<file path="src/rtl/ifetch_tag_stage_rr_pkg.sv">
// Shared definitions for the ifetch tag stage: PC stride, index-width and
// bus-width helpers, and the PC-to-set-index helper.
package ifetch_tag_stage_rr_pkg;

  // Sequential fetch advances one 32-bit instruction at a time.
  localparam int unsigned PC_STEP = 4;

  // Index width for a power-of-two count; never returns zero.
  function automatic int unsigned idx_w(input int unsigned n);
    return (n > 1) ? $clog2(n) : 1;
  endfunction

  // Width of the {pc, warp_idx} bus carried to the ifetch data stage.
  function automatic int unsigned ift_to_ifd_bus_w(input int unsigned addr_w,
                                                   input int unsigned num_warps);
    return addr_w + idx_w(num_warps);
  endfunction

  // L1I set index of a PC: the bits just above the line offset.
  function automatic logic [31:0] pc_to_set(input logic [63:0] pc,
                                            input int unsigned ofs_w,
                                            input int unsigned set_w);
    logic [63:0] shifted;
    logic [63:0] mask;
    shifted = pc >> ofs_w;
    mask    = (64'd1 << set_w) - 64'd1;
    return 32'(shifted & mask);
  endfunction

endpackage

</file>
<file path="src/rtl/ifetch_tag_stage_rr_arbiter.sv">
// Round-robin arbiter: grants the first requester at or after the pointer,
// wrapping from N-1 to 0. Purely combinational; the caller owns the pointer.
module ifetch_tag_stage_rr_arbiter
  import ifetch_tag_stage_rr_pkg::*;
#(
  parameter int unsigned N     = 4,
  parameter int unsigned IDX_W = idx_w(N)
) (
  input  logic [N-1:0]     req,
  input  logic [IDX_W-1:0] ptr,
  output logic [N-1:0]     gnt_oh,
  output logic [IDX_W-1:0] gnt_idx,
  output logic             gnt_valid
);

  logic [IDX_W-1:0] idx;

  // Scan N candidates starting at ptr; N is a power of two so IDX_W wraps.
  always_comb begin
    gnt_oh    = '0;
    gnt_idx   = '0;
    gnt_valid = 1'b0;
    idx       = '0;
    for (int i = 0; i < int'(N); i++) begin
      idx = ptr + IDX_W'(i);
      if (!gnt_valid && req[idx]) begin
        gnt_valid    = 1'b1;
        gnt_idx      = idx;
        gnt_oh[idx]  = 1'b1;
      end
    end
  end

endmodule

</file>
<file path="src/rtl/ifetch_tag_stage_rr.sv">
// Ifetch tag stage: round-robin warp selection, icache tag lookup request and
// {pc, warp} register toward the ifetch data stage. Keeps per-warp PCs and a
// sleep bitmap driven by icache misses, L2 wakes and writeback rollbacks.
// Optional feature macro: IFETCH_TAG_PERF_CNT_EN adds saturating fetch/idle
// performance counters and their output ports.
module ifetch_tag_stage_rr
  import ifetch_tag_stage_rr_pkg::*;
#(
  parameter int unsigned          NUM_WARPS      = 4,
  parameter int unsigned          ADDR_WIDTH     = 32,
  parameter int unsigned          NUM_SETS       = 64,
  parameter int unsigned          LINE_BYTES     = 64,
  parameter logic [ADDR_WIDTH-1:0] RESET_PC      = '0,
  parameter int unsigned          PERF_CNT_WIDTH = 32,
  localparam int unsigned         WARP_IDX_W     = idx_w(NUM_WARPS),
  localparam int unsigned         SET_W          = $clog2(NUM_SETS),
  localparam int unsigned         OFS_W          = $clog2(LINE_BYTES),
  localparam int unsigned         BUS_W          = ift_to_ifd_bus_w(ADDR_WIDTH, NUM_WARPS)
) (
  input  logic                      clk,
  input  logic                      rst,
  input  logic [NUM_WARPS-1:0]      warp_en_bitmap,
  input  logic                      ifd_allowin,
  input  logic                      ifd_cache_miss,
  input  logic                      ifd_near_miss,
  input  logic [WARP_IDX_W-1:0]     ifd_cache_miss_warp_idx,
  input  logic [ADDR_WIDTH-1:0]     ifd_cache_miss_pc,
  input  logic [NUM_WARPS-1:0]      l2i_to_ift_wake_bitmap,
  input  logic                      wb_rollback_en,
  input  logic [WARP_IDX_W-1:0]     wb_rollback_warp_idx,
  input  logic [ADDR_WIDTH-1:0]     wb_rollback_pc,
  output logic                      ift_to_ifd_valid,
  output logic [BUS_W-1:0]          ift_to_ifd_bus,
  output logic                      ift_to_icache_fetch_en,
  output logic [SET_W-1:0]          ift_to_icache_fetch_set_idx
`ifdef IFETCH_TAG_PERF_CNT_EN
  ,
  output logic [PERF_CNT_WIDTH-1:0] perf_fetch_cnt,
  output logic [PERF_CNT_WIDTH-1:0] perf_idle_cnt
`endif
);

  // Handshake toward the data stage: the output register holds one entry;
  // it transfers on a clock edge where ift_to_ifd_valid & ifd_allowin. A new
  // entry may be loaded when the register is empty or transferring
  // (can_issue); otherwise the entry and all PCs hold unchanged.

  logic [ADDR_WIDTH-1:0] pc_q [NUM_WARPS];
  logic [NUM_WARPS-1:0]  sleep_q;
  logic [WARP_IDX_W-1:0] rr_ptr_q;

  logic [NUM_WARPS-1:0]  rb_oh;
  logic [NUM_WARPS-1:0]  miss_oh;
  logic [NUM_WARPS-1:0]  eligible;
  logic [NUM_WARPS-1:0]  gnt_oh;
  logic [WARP_IDX_W-1:0] gnt_idx;
  logic                  gnt_valid;
  logic                  any_miss;
  logic                  hard_miss;
  logic                  can_issue;
  logic                  issue;
  logic                  squash;
  logic [WARP_IDX_W-1:0] out_warp;
  logic [ADDR_WIDTH-1:0] gnt_pc;

  assign any_miss  = ifd_cache_miss | ifd_near_miss;
  assign hard_miss = ifd_cache_miss & ~ifd_near_miss;
  assign out_warp  = ift_to_ifd_bus[WARP_IDX_W-1:0];
  assign gnt_pc    = pc_q[gnt_idx];

  // Decode the redirect sources into per-warp one-hot masks.
  always_comb begin
    rb_oh   = '0;
    miss_oh = '0;
    if (wb_rollback_en) rb_oh[wb_rollback_warp_idx] = 1'b1;
    if (any_miss)       miss_oh[ifd_cache_miss_warp_idx] = 1'b1;
  end

  // A warp being redirected this cycle must not issue its stale PC.
  assign eligible  = warp_en_bitmap & ~sleep_q & ~rb_oh & ~miss_oh;
  assign can_issue = ~ift_to_ifd_valid | ifd_allowin;
  assign issue     = can_issue & gnt_valid;
  assign squash    = (wb_rollback_en & (wb_rollback_warp_idx == out_warp)) |
                     (any_miss & (ifd_cache_miss_warp_idx == out_warp));

  ifetch_tag_stage_rr_arbiter #(
    .N     (NUM_WARPS),
    .IDX_W (WARP_IDX_W)
  ) u_arb (
    .req       (eligible),
    .ptr       (rr_ptr_q),
    .gnt_oh    (gnt_oh),
    .gnt_idx   (gnt_idx),
    .gnt_valid (gnt_valid)
  );

  // Tag lookup request; forced quiet while reset is held.
  always_comb begin
    ift_to_icache_fetch_en      = issue & ~rst;
    ift_to_icache_fetch_set_idx = '0;
    if (!rst)
      ift_to_icache_fetch_set_idx = SET_W'(pc_to_set(64'(gnt_pc), OFS_W, SET_W));
  end

  // Per-warp PC and sleep: rollback beats miss; wake with a miss acts as near miss.
  always_ff @(posedge clk or posedge rst) begin
    if (rst) begin
      for (int w = 0; w < int'(NUM_WARPS); w++) pc_q[w] <= RESET_PC;
      sleep_q <= '0;
    end else begin
      for (int w = 0; w < int'(NUM_WARPS); w++) begin
        if (rb_oh[w]) begin
          pc_q[w]    <= wb_rollback_pc;
          sleep_q[w] <= 1'b0;
        end else if (miss_oh[w]) begin
          pc_q[w] <= ifd_cache_miss_pc;
          if (l2i_to_ift_wake_bitmap[w]) sleep_q[w] <= 1'b0;
          else if (hard_miss)            sleep_q[w] <= 1'b1;
        end else begin
          if (l2i_to_ift_wake_bitmap[w]) sleep_q[w] <= 1'b0;
          if (issue && gnt_oh[w])        pc_q[w] <= pc_q[w] + ADDR_WIDTH'(PC_STEP);
        end
      end
    end
  end

  // Output register and round-robin pointer.
  always_ff @(posedge clk or posedge rst) begin
    if (rst) begin
      ift_to_ifd_valid <= 1'b0;
      ift_to_ifd_bus   <= '0;
      rr_ptr_q         <= '0;
    end else if (issue) begin
      ift_to_ifd_valid <= 1'b1;
      ift_to_ifd_bus   <= {gnt_pc, gnt_idx};
      rr_ptr_q         <= gnt_idx + WARP_IDX_W'(1);
    end else if (ifd_allowin || squash) begin
      ift_to_ifd_valid <= 1'b0;
    end
  end

`ifdef IFETCH_TAG_PERF_CNT_EN
  // Saturating counters of issued fetches and of cycles with nothing eligible.
  always_ff @(posedge clk or posedge rst) begin
    if (rst) begin
      perf_fetch_cnt <= '0;
      perf_idle_cnt  <= '0;
    end else begin
      if (issue && (perf_fetch_cnt != '1))    perf_fetch_cnt <= perf_fetch_cnt + 1'b1;
      if (!(|eligible) && (perf_idle_cnt != '1)) perf_idle_cnt <= perf_idle_cnt + 1'b1;
    end
  end
`endif

endmodule

</file>
<file path="config.mk">
export PLATFORM = sky130hd
export DESIGN_NAME = ifetch_tag_stage_rr
export DESIGN_NICKNAME = d
export VERILOG_FILES = /design/src/rtl/ifetch_tag_stage_rr_pkg.sv /design/src/rtl/ifetch_tag_stage_rr_arbiter.sv /design/src/rtl/ifetch_tag_stage_rr.sv
export SDC_FILE = /design/constraint.sdc
export NUM_CORES = 1
export LEC_CHECK = 0
export CAP_MARGIN = 20
export CORE_MARGIN = 2
export CORE_UTILIZATION = 45
export DETAILED_ROUTE_END_ITERATION = 16
export PLACE_DENSITY_LB_ADDON = 0.3
export SYNTH_ARGS = -nofsm -noshare
export SYNTH_HDL_FRONTEND = slang
export SYNTH_HIERARCHICAL = 1
export SYNTH_SLANG_ARGS = --single-unit
</file>
<file path="constraint.sdc">
create_clock -name clk -period 9.4 [get_ports clk]
set_clock_uncertainty 0.1 [all_clocks]
set_input_delay 1.88 -clock clk [delete_from_list [all_inputs] [get_ports clk]]
set_output_delay 1.88 -clock clk [all_outputs]
set_load 0.05 [all_outputs]
</file>
==> results of run 1 <==
[through the flow]
step	util (%)	hold slack, ns	power [mW]	instance area (um2)	setup slack [ns]
after floorplan	-	0.395	3.22	12200	1.25
after global placement	51.2	0.390	4.04	13700	1.17
after detailed placement	51.2	0.394	4.09	13700	1.00
after CTS	53.6	0.410	4.87	14400	0.979
after global routing	53.6	0.419	5.14	14400	0.646
final	53.6	0.407	4.93	14400	0.857
[registers in the layout (all words and copies together), names as in the netlist]
| name | count |
|---|---|
| pc_q | 128 |
| sleep_q | 4 |
| rr_ptr_q | 2 |
| ift_to_ifd_valid | 1 |
| ift_to_ifd_bus | 34 |
[how the worst max path moves through the flow]
stage          slack (ns)                        from                             end
6_report             0.86  ifd_cache_miss_warp_idx[1]  ift_to_icache_fetch_set_idx[4]
5_1_grt              0.65  ifd_cache_miss_warp_idx[1]  ift_to_icache_fetch_set_idx[4]
4_1_cts              0.98  ifd_cache_miss_warp_idx[1]  ift_to_icache_fetch_set_idx[4]
3_5_place_dp         1.00  ifd_cache_miss_warp_idx[1]  ift_to_icache_fetch_set_idx[4]
3_3_place_gp         1.17  ifd_cache_miss_warp_idx[1]  ift_to_icache_fetch_set_idx[4]
2_1_floorplan        1.25                         rst  ift_to_icache_fetch_set_idx[0]
[area by class of cell]
class | instances | area [um2]
fill | 2391 | 12400
multi-input combinational | 1064 | 7510
sequential | 169 | 4230
timing repair buffer | 151 | 1490
tap | 341 | 427
clock buffer | 17 | 425
clock inverter | 14 | 206
inverter | 20 | 80.1
[where the power goes]
group / switching (mW) / total, mW / internal, mW / leakage (nW)
combinational: 1.50 / 2.69 / 1.19 / 3.12
sequential: 0.453 / 1.46 / 1.01 / 2.01
clock: 0.331 / 0.781 / 0.450 / 0.306
[cell usage after synthesis (all sizes together) (14+ instances only)]
| master | count |
|---|---|
| nor4 | 33 |
| clkbuf | 53 |
| nand3 | 76 |
| nand2 | 151 |
| xnor2 | 42 |
| mux2i | 18 |
| a22oi | 35 |
| nor3 | 38 |
| a31oi | 29 |
| and3 | 34 |
| nor2 | 110 |
| mux4 | 36 |
| o22ai | 23 |
| a21oi | 59 |
| buf | 42 |
| xor2 | 24 |
| inv | 20 |
| dfrtp | 169 |
| nand4 | 38 |
| o21ai | 74 |
| and2 | 14 |
| a221o | 19 |
| mux2 | 38 |
| a211oi | 17 |
[critical path, delay by kind of cell]
kind	cells	cell delay, ns
AOI/OAI and AO/OA	3	1.20
muxes	2	0.92
buffers and inverters	5	1.63
and+or+nand+nor	3	0.88
[layer usage]
metal	global-route usage, %	part of all wire (%)
met1	46.7	39
met2	48.0	43
met3	11.0	15
met4	10.6	3.4
met5	0	0
[logic make-up (layout without fill, tap and decap cells)]
group                    after synthesis  in the layout  share of synthesized area, %
buffers and inverters                115            202                          4.37
adder cells (fa/ha/maj)                9              9                         0.920
AND/OR/NAND/NOR                      547            547                          24.0
flip-flops                           169            169                          34.6
multiplexers                          92             92                          11.7
XOR/XNOR                              66             66                          4.72
AO/OA/AOI/OAI                        350            350                          19.7
==> run summary, run 1 <==
The sequential cell area fraction in the yosys report is between 30% and 40%. Clock tree synthesis inserted a total of 17 buffers. The detailed-route wire length is between 40000 and 50000 um. The worst-case IR drop observed on VDD is ~0.17 mV. The flop and latch count out of synthesis came out at 169. The post-synthesis instance area came out at ~12000 um2.

The residual antenna-violating net count after detailed routing came out at 0. The share of Yosys cell area claimed by the top area cell type is roughly 35%. Yosys printed 6 warnings. The synthesized design spends more area on one cell type than any other, namely sky130_fd_sc_hd__dfrtp_1. The critical path goes through clkdlybuf4s50_1, o211ai_2, buf_4, nand2_1, buf_4, nor3b_1, mux4_1, inv_1, o311ai_0, a32o_1, mux4_1, and2_1, buf_4. STA puts the critical path data arrival time at 6.56 ns. The fraction of final layout cells sized beyond drive strength 1 came out at 13.7%. Detailed routing inserted a total of ~12000 vias. The flow ran to the end, and the final reports show no timing, DRC or antenna violations. The commonest non-fill, non-tap cell in the layout is sky130_fd_sc_hd__dfrtp_1.

The ratio of routed vias to standard cells is 6.87. The antenna diode count is 0. The number of placed I/O pins came out at between 100 and 150. The final critical-path required period is about 8.5 ns. The worst hold path cell count is 1. The worst register-to-register path ends at pc_q[120]. Setup repair after global routing left no endpoint under its margin. The startpoint identified for the worst register-to-register timing path is rr_ptr_q[0].

The slowest stage of the critical path is the sky130_fd_sc_hd__clkdlybuf4s50_1 cell. Measured along the y axis, the die boundary spans 169 um. The portion of the clock cycle consumed by the worst path in the final layout is about nine tenths.

STA puts the critical path data required time at approximately 7.4 ns. The depth of the most critical reg-to-reg path is 11. After clock tree synthesis, the flow added hold-fix buffers numbering 0. The initial antenna violation count came to 1.

The longest clock path from root to sink contains 2 buffers. The number of different library cells used by synthesis comes to a little over 90. The critical path capture point type is a primary output. The final net count came out at approximately 1500. The residual overflow from global routing came out at 0.

The startpoint of the worst hold path is ift_to_ifd_bus[9]. The pin count of the biggest net entering global routing came out at 69. Dividing total power by cell area gives a power density of approximately 340 nW/um2.

The aggregate global-route resource usage came out at roughly a third. The setup TNS came out at 0 ns. The number of synthesized flops with an enable pin is 0. The area overhead of the layout relative to synthesis came out at 17.4%. Across the run, the number of max-cap violations was 0. The maximum fanout along the worst path came out at 35. The H-tree depth reported by CTS is 4. Once the floorplan was initialized, standard cells occupied 45.7% of the core.

After detailed routing, the number of remaining DRC violations is 0. The floorplan step defined a die boundary enclosing 28500 um2. The synthesized net count came out at 1439. The critical path's largest stage delay is roughly 0.77 ns. Leaving out fill and tap cells, the most frequent cells in the layout are sky130_fd_sc_hd__dfrtp_1 (169), sky130_fd_sc_hd__nand2_1 (150), sky130_fd_sc_hd__clkdlybuf4s50_1 (116).

TritonCTS built the clock tree. Setup violations remaining at the end of the flow were counted as 0. The startpoint kind of the worst setup timing path is a primary input. The buffer count from post-CTS setup fixing is 0. The initial DRC count came out at about 2200. The final-report hold violation count was 0. A synthesized cell averages just over 9 um2. For this run, the leading register cell type out of synthesis is sky130_fd_sc_hd__dfrtp_1. The first global-routing pass estimated roughly 71000 um of wire. Counting flops with an async set or reset pin after synthesis yields a share of 100%. In this run the worst hold path is classified as reg2reg.

The floorplan die width is 169 um. The number of iterations in the first detailed-routing pass came out at 8. The max-slew violation total from the final report came to 0.

In the final routed layout, each cell accounts on average for ~27 um. The number of cells in the design after placement came out at 1744. The timing-limited maximum frequency came out at 117 MHz. The root buffer cell chosen for the clock tree is sky130_fd_sc_hd__clkbuf_16. The sink of the worst hold path is ift_to_ifd_bus[9]. The cell count after synthesis came out at between 1000 and 1500. The number of global-route vias before repair is about 11000.

The number of resized instances in the post-cts repair step came out at 0. For this run, the number of standard cells in the final layout without fillers is 1776. The estimated wirelength of the detail-placed design is roughly 35000 um. For the pin with the worst max-slew slack, the measured transition is about 1.2 ns.

The floorplan step defined a core boundary enclosing roughly 27000 um2. The clock-pin transition on the worst setup and hold timing paths is roughly 0.060 ns. The clock network latency to the later pin of the worst-skew pair is around 0.44 ns. The routability-driven placement congestion ratio is around 1.1. The worst slew margin relative to its limit is 20.3%. After synthesis, the cell types taking the most area are sky130_fd_sc_hd__dfrtp_1 (35%), sky130_fd_sc_hd__mux4_2 (6.1%), sky130_fd_sc_hd__nand2_1 (4.6%). The count of input and output buffers came out at ~120. The clock sink total is 169.

The critical path in this run is classified as in2out. In this run the static leakage power is 5.43 nW. The register-to-register setup slack came out at 4.65 ns. In this run the core area contains 60 standard-cell rows. The most numerous cell type found on the critical path is sky130_fd_sc_hd__buf_4.
Power figures use the tool's default switching activity.
==> inputs of run 2 (changes only) <==
--- a/config.mk
+++ b/config.mk
@@ -5,9 +5,8 @@
 export SDC_FILE = /design/constraint.sdc
 export NUM_CORES = 1
 export LEC_CHECK = 0
-export CAP_MARGIN = 20
-export CORE_MARGIN = 2
-export CORE_UTILIZATION = 45
+export CAP_MARGIN = 30
+export CORE_UTILIZATION = 55
 export DETAILED_ROUTE_END_ITERATION = 16
 export PLACE_DENSITY_LB_ADDON = 0.3
 export SYNTH_ARGS = -nofsm -noshare
==> run summary, run 2 (same netlist as run 1, synthesis figures left out) <==
The path type of the worst setup path is in2out. The net switching power is 2.34 mW (+2.5%). The via total after detailed routing is 12800 (+4.8%).

The number of placed I/O pins came out at 124 (unchanged). The clock-pin transition on the worst setup and hold timing paths came out at 0.07 ns (about the same). Leaving out fill and tap cells, the most frequent cells in the layout are sky130_fd_sc_hd__dfrtp_1 (169), sky130_fd_sc_hd__nand2_1 (150), sky130_fd_sc_hd__clkdlybuf4s50_1 (116).

The smallest hold slack is 0.404 ns (-0.00312 ns). The H-tree depth reported by CTS came out at 4 (unchanged). The clock tree from TritonCTS is done. The number of max-cap violations was 0 (unchanged).

The clock network latency to the later pin of the worst-skew pair is 0.44 ns (about the same). The classification of the worst-slack hold path is reg2reg. The final-report hold violation count came to 0 (unchanged).

The clock sink total came out at 169 (unchanged). The largest registers in the layout are pc_q x128, ift_to_ifd_bus x34, sleep_q x4. The ratio of routed vias to standard cells is 7.43 (+8.1%). The share of power burned in registers is 29.0% (-0.6 points). The maximum fanout along the worst path is 18 (-49%). The detailed-route wire length per cell is 28.5 um (+6.8%). The portion of the clock cycle consumed by the worst path in the final layout is 90.0% (-0.83 points).

The fraction of final layout cells sized beyond drive strength 1 came to 14.0% (+0.37 points). The count of input and output buffers is 123 (unchanged). The number of iterations in the first detailed-routing pass is 8 (unchanged). The buffer count from post-CTS setup fixing came out at 0 (unchanged). The cell-internal power came out at 2.58 mW (-2.3%). The transition time at the pin with the least slew margin came to 1.20 ns (+0.0106 ns). The estimated wirelength of the detail-placed design came out at 34600 um (-0.85%). The number of resized instances in the post-cts repair step came out at 0 (unchanged). The worst slew margin relative to its limit came out at 19.3% (-1.0 points). The flow ran to the end, and the final reports show no timing, DRC or antenna violations. The timing-limited maximum frequency is 118 MHz (+0.92%). The number of cells in the design after placement came out at 1688 (-3.2%). The final critical-path required period is 8.46 ns (-0.0781 ns).

The aggregate global-route resource usage came out at 44.0% (+11 points). The setup TNS is 0 ns (unchanged). The clock power share is 14.8% (-1.0 points). The switching part of the total power came to 47.6% (+1.2 points). The data required time of the critical path is 7.42 ns (about the same). The initial core utilization came to 56.1% (+10 points). The peak ir drop on the vdd network was 0.180 mV (+3.0%). The max-slew violation total from the final report is 0 (unchanged). The routability-driven placement congestion ratio is 1.05 (-0.92%). The residual overflow from global routing is 0 (unchanged). The vertical extent of the die came out at 151 um (-11%).

The total power divided by cell area came out at 346 nW/um2 (+0.82%). The die outline area is 22800 um2 (-20%). The register with the most flip-flops is pc_q.

The number of design rule violations left after detail routing is 0 (unchanged). The number of buffers on the longest clock path is 2 (unchanged). The placeable core area is 21800 um2 (-19%).

The flip-flop count of the largest register, all copies and words added is 128 (unchanged). The area of the multi-input gates came out at 7520 um2 (+0.17%). The cts-stage hold buffer count is 0 (unchanged). The area taken by flip-flops and latches was 4230 um2 (unchanged).

The pin count of the biggest net entering global routing came out at 69 (unchanged). The data arrival time of the critical path was 6.48 ns (-0.08 ns). The number of standard-cell rows in the floorplan is 54 (-10%). The proportion of power drawn by combinational gates came out at 56.2% (+1.6 points). The library cell used most frequently in the layout, excluding fill and tap cells, is sky130_fd_sc_hd__dfrtp_1. STA classifies the critical path startpoint as a primary input.

The initial DRC count is 2234 (+1.5%). The floorplan die width is 151 um (-11%). The critical path capture point type is a primary output.

The total of fill cells in the finished design came out at 1781 (-26%). The number of global-route vias before repair came out at 12100 (+6.3%). The count of endpoints failing setup in the final report is 0 (unchanged).

The detailed-route wire length is 49000 um (+3.6%). The final net count is 1518 (+0.26%). The area overhead of the layout relative to synthesis came out at 16.3%. CTS placed an instance of sky130_fd_sc_hd__clkbuf_16 at the clock tree root. The initial antenna violation count came out at 1 (unchanged). Setup repair after global routing left no endpoint under its margin. The number of non-filler instances in the completed layout came out at 1722 (-3.0%). The total CTS buffers is 17 (unchanged). The wire length of the first global-routing pass came to 72600 um (+2.9%). The leakage dissipation is 5.44 nW (+0.15%). The residual antenna-violating net count after detailed routing is 0 (unchanged).
-- run 2: changes by cell type in the layout (fill, tap and decap cells not counted), sizes merged --
| cell | delta |
|---|---|
| inv | -1 |
| bufinv | -2 |
| diode | +2 |
| buf | +5 |
| clkbuf | +1 |
| clkinv | +2 |
-- run 2: cell type report --
cell class | instances | share of cell area (%)
Clock buffer | 19 | 3.11
Antenna cell | 2 | 0.0352
Tap cell | 280 | 2.46
Timing Repair Buffer | 155 | 10.3
Clock inverter | 13 | 1.00
Multi-Input combinational cell | 1064 | 52.8
Inverter | 20 | 0.563
Sequential cell | 169 | 29.7
-- run 2: metal layers --
layer | routed length (um) | global-route usage [%] | vias up
li1 | - | - | 5307
met1 | 17400 | 56.6 | 5999
met2 | 20300 | 62.4 | 1202
met3 | 7910 | 16.5 | 285
met4 | 3300 | 26.4 | 2
met5 | 86 | 3.18 | -
-- run 2: power groups by stage --
stage / clock network, mW / registers [mW] / logic [mW]
after global routing: 0.756 / 1.45 / 2.90
after global placement: 0 / 1.39 / 2.61
final: 0.728 / 1.43 / 2.77
after detailed placement: 0 / 1.40 / 2.69
after CTS: 0.728 / 1.39 / 2.70
after floorplan: 0 / 1.51 / 1.72
-- run 2: worst max-delay path, cell delays in order --
cell and delay [ns]:
sky130_fd_sc_hd__clkdlybuf4s50_1 0.78, sky130_fd_sc_hd__inv_1 0.55, sky130_fd_sc_hd__o21ai_2 0.21, sky130_fd_sc_hd__nor3b_1 0.67
sky130_fd_sc_hd__mux4_1 0.47, sky130_fd_sc_hd__inv_1 0.09, sky130_fd_sc_hd__o311ai_0 0.38, sky130_fd_sc_hd__a32o_2 0.66
sky130_fd_sc_hd__mux4_2 0.43, sky130_fd_sc_hd__and2_1 0.17, sky130_fd_sc_hd__buf_4 0.18
-- run 2: stage by stage --
stage / cell area [um2] / setup WS (ns) / util [%] / total power [mW]
after floorplan: 12200 / 1.25 / - / 3.22
after global placement: 13600 / 1.05 / 62.4 / 4.00
after detailed placement: 13600 / 1.16 / 62.5 / 4.09
after CTS: 14200 / 1.13 / 65.2 / 4.82
after global routing: 14200 / 0.855 / 65.2 / 5.10
final: 14200 / 0.936 / 65.2 / 4.93
-- run 2: worst paths after layout --
check	cells past startpoint	start	slack (ns)	end
worst max-delay path	11	ifd_cache_miss_warp_idx[1]	0.94	ift_to_icache_fetch_set_idx[1]
worst min-delay path	1	ift_to_ifd_bus[14]	0.40	ift_to_ifd_bus[14]
max in group asynchronous	4	rst	5.40	pc_q[38]
min in group asynchronous	2	rst	1.82	pc_q[114]
worst min register to register	1	ift_to_ifd_bus[14]	0.40	ift_to_ifd_bus[14]
worst max register to register	12	rr_ptr_q[0]	4.74	pc_q[99]
